File: src/rtl/rob_ctrl.sv
// Reorder-buffer sequencing controller: head/tail pointers, occupancy and
// per-entry completion status. Entry payloads live elsewhere; this block only
// decides who may allocate, which entry may retire, and when to flush.

package rob_pkg;
  localparam int ROB_ENTRIES = 128;

  // READY doubles as "free": an entry not currently owned by an instruction.
  typedef enum logic [1:0] {
    READY     = 2'd0,
    ISSUED    = 2'd1,
    DONE      = 2'd2,
    EXCEPTION = 2'd3
  } status_t;
endpackage

module rob_ctrl #(
  parameter int ROB_ENTRIES = rob_pkg::ROB_ENTRIES,
  parameter int PTR_W       = $clog2(ROB_ENTRIES)
) (
  input  logic             clk_in,
  input  logic             rst_N_in,
  input  logic             alloc_valid_in,
  output logic             alloc_ready_out,
  output logic [PTR_W-1:0] alloc_ptr_out,
  input  logic             wb_valid_in,
  input  logic [PTR_W-1:0] wb_ptr_in,
  input  logic             wb_exc_in,
  output logic             commit_valid_out,
  input  logic             commit_ready_in,
  output logic [PTR_W-1:0] commit_ptr_out,
  output logic             flush_out,
  output logic [PTR_W-1:0] flush_ptr_out,
  output logic [PTR_W:0]   count_out,
  output logic             empty_out,
  output logic             full_out
);

  localparam int CW = PTR_W + 1;
  localparam logic [PTR_W:0] CNT_FULL = CW'(ROB_ENTRIES);

  typedef enum logic {
    S_RUN   = 1'b0,
    S_FLUSH = 1'b1
  } fsm_t;

  fsm_t                state_q, state_d;
  logic [PTR_W-1:0]    head_q, head_d;
  logic [PTR_W-1:0]    tail_q, tail_d;
  logic [PTR_W:0]      count_q, count_d;
  rob_pkg::status_t    status_q [ROB_ENTRIES];
  rob_pkg::status_t    status_d [ROB_ENTRIES];

  logic is_empty;
  logic is_full;
  logic head_exc;
  logic head_done;
  logic alloc_fire;
  logic commit_fire;
  logic wb_accept;

  // Occupancy flags come from the count so a full buffer is never mistaken
  // for an empty one when head and tail coincide.
  assign is_empty  = (count_q == '0);
  assign is_full   = (count_q == CNT_FULL);
  assign head_exc  = !is_empty && (status_q[head_q] == rob_pkg::EXCEPTION);
  assign head_done = !is_empty && (status_q[head_q] == rob_pkg::DONE);

  assign alloc_fire  = alloc_valid_in & alloc_ready_out;
  assign commit_fire = commit_valid_out & commit_ready_in;
  // Only an entry that is genuinely in flight may complete; late or duplicate
  // completions to free/finished entries are dropped silently.
  assign wb_accept   = (state_q == S_RUN) && wb_valid_in &&
                       (status_q[wb_ptr_in] == rob_pkg::ISSUED);

  // FSM state register
  always_ff @(posedge clk_in) begin
    if (!rst_N_in) begin
      state_q <= S_RUN;
    end else begin
      state_q <= state_d;
    end
  end

  // FSM next state: an excepting head triggers a single flush cycle
  always_comb begin
    state_d = state_q;
    case (state_q)
      S_RUN:   if (head_exc) state_d = S_FLUSH;
      S_FLUSH: state_d = S_RUN;
      default: state_d = S_RUN;
    endcase
  end

  // FSM outputs: handshakes depend on registered state only
  always_comb begin
    alloc_ready_out  = 1'b0;
    commit_valid_out = 1'b0;
    flush_out        = 1'b0;
    case (state_q)
      S_RUN: begin
        alloc_ready_out  = !is_full && !head_exc;
        commit_valid_out = head_done;
      end
      S_FLUSH: flush_out = 1'b1;
      default: ;
    endcase
  end

  assign alloc_ptr_out  = tail_q;
  assign commit_ptr_out = head_q;
  assign flush_ptr_out  = head_q;
  assign count_out      = count_q;
  assign empty_out      = is_empty;
  assign full_out       = is_full;

  // Pointer and occupancy next state; a flush rewinds tail onto head
  always_comb begin
    head_d  = head_q;
    tail_d  = tail_q;
    count_d = count_q;
    if (state_q == S_FLUSH) begin
      tail_d  = head_q;
      count_d = '0;
    end else begin
      if (commit_fire) head_d = head_q + PTR_W'(1);
      if (alloc_fire)  tail_d = tail_q + PTR_W'(1);
      case ({alloc_fire, commit_fire})
        2'b10:   count_d = count_q + CW'(1);
        2'b01:   count_d = count_q - CW'(1);
        default: count_d = count_q;
      endcase
    end
  end

  // Per-entry status next state; alloc, wb and commit never hit the same entry
  always_comb begin
    status_d = status_q;
    if (state_q == S_FLUSH) begin
      for (int i = 0; i < ROB_ENTRIES; i++) begin
        status_d[i] = rob_pkg::READY;
      end
    end else begin
      if (alloc_fire)  status_d[tail_q]    = rob_pkg::ISSUED;
      if (wb_accept)   status_d[wb_ptr_in] = wb_exc_in ? rob_pkg::EXCEPTION : rob_pkg::DONE;
      if (commit_fire) status_d[head_q]    = rob_pkg::READY;
    end
  end

  // Datapath registers
  always_ff @(posedge clk_in) begin
    if (!rst_N_in) begin
      head_q  <= '0;
      tail_q  <= '0;
      count_q <= '0;
      for (int i = 0; i < ROB_ENTRIES; i++) begin
        status_q[i] <= rob_pkg::READY;
      end
    end else begin
      head_q   <= head_d;
      tail_q   <= tail_d;
      count_q  <= count_d;
      status_q <= status_d;
    end
  end

endmodule

File: config.mk
export PLATFORM = sky130hd
export DESIGN_NAME = rob_ctrl
export DESIGN_NICKNAME = d
export VERILOG_FILES = /design/src/rtl/rob_ctrl.sv
export SDC_FILE = /design/constraint.sdc
export NUM_CORES = 1
export LEC_CHECK = 0
export CELL_PAD_IN_SITES_DETAIL_PLACEMENT = 0
export CELL_PAD_IN_SITES_GLOBAL_PLACEMENT = 1
export CORE_MARGIN = 2
export CORE_UTILIZATION = 40
export DETAILED_ROUTE_END_ITERATION = 10
export DONT_BUFFER_PORTS = 1
export PLACE_DENSITY_LB_ADDON = 0.1
export SLEW_MARGIN = 15
export SYNTH_ARGS = -nofsm -noshare
export SYNTH_HDL_FRONTEND = slang
export SYNTH_SLANG_ARGS = --single-unit
File: constraint.sdc
create_clock -name clk_in -period 6.9 [get_ports clk_in]
set_clock_uncertainty 0.05 [all_clocks]
set_input_delay 1.38 -clock clk_in [delete_from_list [all_inputs] [get_ports clk_in]]
set_output_delay 1.38 -clock clk_in [all_outputs]
set_load 0.03 [all_outputs]
# == Word level (Yosys, flattened, before mapping) ==
# Cells that the tools add are included.
# word_totals
reg_bits,279
output_inout_bits,34
# op_classes
add_sub_neg,4
n_lt_le_gt_ge,6
eq_ne,6
n_mux,27
bitwise,12
n_reduce_logical,16
# op_table
op,count
256-bit 2-to-1 mux,5
256-bit AND,1
256-bit bitwise mux,1
256-bit NOT,1
128-bit AND,1
128-bit NOT,1
128-bit bitwise OR,1
2-bit demux with 7-bit select,3
2-bit binary-select mux with 7-bit select,2
"8-bit >= comparator, second input constant",3
"8-bit by 1-bit < comparator with 1-bit output, second input constant",3
7-bit NOT with 8-bit output,3
8-bit one-hot mux with 2 select lines,1
"7-bit by 1-bit adder with 7-bit output, second input constant",2
2-bit 2-to-1 mux,7
7-bit 2-to-1 mux,2
"8-bit by 1-bit adder with 8-bit output, second input constant",1
"8-bit equality test, second input constant",1
1-bit logical AND,8
8-bit zero test,1
"8-bit by 1-bit subtractor with 8-bit output, second input constant",1
"2-bit equality test, second input constant",3
1-bit 2-to-1 mux,5
"2-bit by 1-bit equality test with 1-bit output, second input constant",2
other kinds (7),12

# == Logic depth before layout (Yosys ltp) ==
# logic_depth
word_depth,17
mapped_depth,26
ltp_nobuf,20

# == Worst setup path after synthesis ==
# Ideal clock, no wire load.
# synth_timing
path_type,register to register
from,"reg head_q[0], in the netlist commit_ptr_out[0]"
to,"reg count_q[7], in the netlist count_out[7]"
arrival_ps,4938
path_slack_ps,1840
path_stages_with_launch,25
cell_sequence,dfxtp_1 > buf_2 > buf_2 > mux2i_1 > a22oi_1 > a21oi_1 > a31oi_1 > mux4_2 > mux2i_4 > buf_6 > nand2b_1 > buf_4 > buf_2 > nand3_1 > ha_1 > ha_1 > a21o_1 > a21oi_1 > o21bai_1 > a21oi_1 > o21bai_1 > a21oi_1 > xnor2_1 > or3_1 > a21oi_1
# synth_via
elab_chain_cells,12
# synth_rtl
item,line_no,source
"start, declared",48,"logic [PTR_W-1:0] head_q, head_d;"
"start signal, assigned",153,head_q <= '0;
"start signal, assigned",160,head_q <= head_d;
7-bit NOT with 8-bit output (not written as such) *,"66, 67",
2-bit binary-select mux with 7-bit select *,"66, 67",
2-bit 2-to-1 mux (not written as such) * (2 in series),"66, 67",
2-bit equality test,66,assign head_exc = !is_empty && (status_q[head_q] == rob_pkg::EXCEPTION);
1-bit logical AND,66,
1-bit zero test,102,alloc_ready_out = !is_full && !head_exc;
1-bit logical AND,102,
1-bit 2-to-1 mux,100,case (state_q)
1-bit AND,69,assign alloc_fire = alloc_valid_in & alloc_ready_out;
2-bit by 1-bit equality test with 1-bit output or 2-bit equality test (tied branches),128,"case ({alloc_fire, commit_fire})"
8-bit one-hot mux with 2 select lines or 2-bit nonzero test (tied branches),n/a,
"end signal, assigned",162,count_q <= count_d;
"end, declared",50,"logic [PTR_W:0] count_q, count_d;"
# Every way passes the cells marked *; elsewhere a longest branch is shown, timed or not. The select of a mux whose other input is x is not followed.
# A chain may end at the register's enable or synchronous reset.

# == Final worst setup path ==
# layout_timing
from,"reg head_q[0], in the netlist commit_ptr_out[0]"
to,out commit_valid_out
# layout_via
elab_chain_cells,7
# layout_rtl
item,line_no,source
7-bit NOT with 8-bit output (not written as such),67,assign head_done = !is_empty && (status_q[head_q] == rob_pkg::DONE);
2-bit binary-select mux with 7-bit select,67,
2-bit 2-to-1 mux (not written as such) (2 in series),67,
2-bit equality test,67,
1-bit logical AND,67,
1-bit 2-to-1 mux,100,
"end, declared",29,"output logic commit_valid_out,"
# No other way between the ends. The select of a mux whose other input is x is not followed.

==> summary.md <==
The run finished with clean final reports. For the total die area, the log shows 0.04605 mm^2. The post-synthesis compound-gate area fraction came out at 35.51%.

The class of the tightest hold or removal check is flip-flop to flip-flop. Adding up every negative setup slack in the final design gives 0 ns. The number of vias per cell after detailed routing works out to 7.506. The remaining global-route overflow was 0; the total setup violations reported at the end of the flow was 0. The detailed router placed 19,492 vias in this run. The count of buffers inserted at the top-level ports was 0.

The worst setup path category is flip-flop to output port. The weighted congestion at the end of routability-driven global placement is 0.9569, and the final core utilization is 43.83%. The number of post-CTS setup repair buffers was 0; the cell row count was 77.

For the pin with the worst max-slew slack, the measured transition is 1.182 ns. Of the total synthesized cell area, the portion taken by AND, OR, NAND and NOR gates is 13.70%. CTS placed an instance of sky130_fd_sc_hd__clkbuf_16 at the clock tree root. The tools report the count of boundary I/O pins as 47. The synthesized design contains 0 enable-type register cells. The mean instance size in the synthesized netlist is 8.500 um^2, and the number of inserted filler cells in the final layout is 4,481.

The source-to-sink clock delay at the later pin of the worst-skew pair is 0.58 ns, and the total number of H-tree levels is 2. The adder and majority cell fraction of the synthesized area was 0.7476%. The deepest clock path buffer count was 3.

The count of clock tree sinks is 279. The minimum clock period works out to 6.059 ns. The fraction of the yosys area taken by sequential cells is 31.49%.

Measured along the y axis, the die boundary spans 214.6 um. Count of synthesis-stage warnings from yosys: 0. The core region is 0.04403 mm^2. STA classifies the critical path endpoint as an output port.

After Yosys synthesis, XOR and XNOR cells account for 0.4444% of the synthesized area. First-pass GRT wire length: 136.1 mm. Across the run, the number of max-cap violations was 0.

In the synthesized netlist the dominant register cell turns out to be sky130_fd_sc_hd__dfxtp_1. Once the clock tree was built, the resizer swapped 0 gates to a different size. The count of cell types in the netlist is 87. Of the available clock period, the critical path in the final layout requires 87.82%.

Counting every net in the synthesized netlist gives 2,110. Setup repair after global routing left no endpoint under its margin. At the end of the flow, the number of nets in the layout was 2,002. Synthesized cell area: 0.01774 mm^2. Summed over all cells, the static leakage comes to 5.667 nW. The post-synthesis to final-layout area growth came out at 8.788%. After synthesis, the largest family of logic cells by area is compound AO/OA/AOI/OAI gates. The initial antenna violation count is 2, and the detailed placement HPWL is 60.75 mm. Post-route antenna net violation count: 0. Timing would allow up to 0.1650 GHz. The fraction of final layout cells sized beyond drive strength 1 works out to 13.73%.

The worst setup path is launched from a flip-flop. The tools report the number of failing hold endpoints at the final stage as 0. Proportion of synthesized flip-flops having asynchronous set or reset: 0%. In the routed design, unresolved DRC markers number 0. The power density of the placed cells was 198.3 mW/mm^2; the worst path arrival time was 4.63 ns.

The first TritonRoute pass finished after 6 iterations. TritonCTS built the clock tree. Entering global routing, the biggest net connects 73 pins.

The first routing iteration left 3,046 violations. VDD sags by at most 0.1895 mV. The total wire length was 95.46 mm; the detailed-route wire length per cell was 36.76 um.

The logs give 2,087 for the number of cells produced by synthesis and 40.29% for the starting utilization of the core area. The number of buffers added by the clock tree synthesis step came out at 36. Data on the critical path is required at its endpoint by 5.47 ns. For the via count of the first global-routing pass, the log shows 18,327. Measured against the total synthesized area, the mux share comes to 11.45%. In the global route stage, overall resource usage came out at 40.30%. The width of the die is 214.6 um, and the hold-fix buffer count after cts is 0.

After clock tree synthesis, the clock-pin slew on the worst setup and hold paths is 0.06 ns. Highest fanout seen on the critical path: 52. The total count of max-transition violations in the final report came out at 0.

The count of state elements after synthesis works out to 279. Measured against its own limit, the worst slew margin works out to 20.59%.
==> Yosys cell counts (all sizes together), types with 41 or more instances <==
cell type	n	area [um^2]
clkbuf	107	404.1
a21oi	225	1126
o21ai	160	800.8
dfxtp	279	5585
mux2i	61	623.1
a211oi	130	1036
nor2	99	376.6
a41oi	63	551.8
a221oi	46	415.4
mux4	44	991.0
a22oi	41	312.8
buf	113	706.9
nand2	236	885.9
o41ai	96	840.8
==> critical path, cell delays in order, from the launching register on <==
cell,delay [ns]
sky130_fd_sc_hd__dfxtp_4,0.98
sky130_fd_sc_hd__nor2b_1,0.70
sky130_fd_sc_hd__a221oi_1,0.20
sky130_fd_sc_hd__o21ai_0,0.32
sky130_fd_sc_hd__nand2_1,0.11
sky130_fd_sc_hd__a41oi_1,0.47
sky130_fd_sc_hd__o31a_1,0.58
sky130_fd_sc_hd__nand2_1,0.17
sky130_fd_sc_hd__nor2_1,0.48
==> path summary, 6_finish.rpt <==
kind	cells after the start	endpoint	from	slack [ns]
worst max register to register	19	count_out[7]	commit_ptr_out[0]	0.94
worst min register to register	2	status_q[177]	status_q[177]	0.44
worst max-delay path	8	commit_valid_out	commit_ptr_out[0]	0.84
worst min-delay path	2	status_q[177]	status_q[177]	0.44
==> flip-flops by register name (all words and copies together), names as in the netlist <==
name / flops
status_q: 256
count_out: 8
commit_ptr_out: 7
state_q: 1
alloc_ptr_out: 7
==> per-layer routing <==
metal  GRT usage (%)  wire length [um]  vias to the layer above
met5               0                12                        -
li1                -                 -                     7963
met2           58.60             39520                     1536
met3           10.26             10890                      415
met1           53.51             38320                     9576
met4           24.61              6714                        2
==> kinds of logic after synthesis <==
group,Yosys count
muxes,140
xor gates and xnor gates,9
adders and majority gates,10
buffers and inverters,239
and+or+nand+nor,505
AOI/OAI and AO/OA,905
DFF,279
==> final cells by class <==
cell class                 count  area (um^2)  area share (%)
multi-input combinational   1569        11080           57.44
sequential                   279         5597           29.00
clock buffer                  49         1001           5.187
tap                          592        740.7           3.838
timing repair buffer          74        643.1           3.332
clock inverter                13        153.9          0.7975
inverter                      19        73.82          0.3825
antenna                        2        5.005         0.02593
==> cells in the final DEF (no fill, tap or decap), types with 13 or more instances in the layout <==
master / n
sky130_fd_sc_hd__dfxtp_1: 274
sky130_fd_sc_hd__nand2_1: 234
sky130_fd_sc_hd__a21oi_1: 225
sky130_fd_sc_hd__o21ai_0: 159
sky130_fd_sc_hd__a211oi_1: 118
sky130_fd_sc_hd__nor2_1: 96
sky130_fd_sc_hd__o41ai_1: 96
sky130_fd_sc_hd__buf_4: 67
sky130_fd_sc_hd__a41oi_1: 63
sky130_fd_sc_hd__mux2i_1: 60
sky130_fd_sc_hd__mux4_2: 44
sky130_fd_sc_hd__a221oi_1: 44
sky130_fd_sc_hd__a22oi_1: 40
sky130_fd_sc_hd__clkbuf_16: 37
sky130_fd_sc_hd__o31ai_1: 33
sky130_fd_sc_hd__nor3_1: 24
sky130_fd_sc_hd__a31oi_1: 22
sky130_fd_sc_hd__nor2b_1: 21
sky130_fd_sc_hd__nand3_1: 20
sky130_fd_sc_hd__mux2_2: 16
sky130_fd_sc_hd__nand2b_1: 15
sky130_fd_sc_hd__or2_2: 14
sky130_fd_sc_hd__inv_1: 13
sky130_fd_sc_hd__mux2_1: 13
sky130_fd_sc_hd__a221o_1: 13
==> through the flow <==
| step | cell area, um^2 | setup WS, ns | power (mW) | instances | hold WS (ns) |
|---|---|---|---|---|---|
| 3_5_place_dp | 18140 | 1.176 | 1.921 | 2533 | 0.4206 |
| 4_1_cts | 19290 | 0.9894 | 3.827 | 2595 | 0.4295 |
| 3_3_place_gp | 18130 | 1.238 | 1.921 | 2533 | 0.4145 |
| 6_report | 19300 | 0.8406 | 3.828 | 2597 | 0.4356 |
| 5_1_grt | 19290 | 0.6583 | 3.911 | 2595 | 0.4544 |
| 2_1_floorplan | 17740 | 1.840 | 1.843 | 2087 | 0.3934 |
==> power by group <==
| part | internal, mW | total [mW] | leakage [nW] | switching (mW) |
|---|---|---|---|---|
| combinational | 0.0677 | 0.274 | 2.85 | 0.206 |
| sequential | 1.61 | 1.63 | 2.25 | 0.0119 |
| clock | 1.13 | 1.93 | 0.567 | 0.798 |
(Power assumes the default switching activity.)
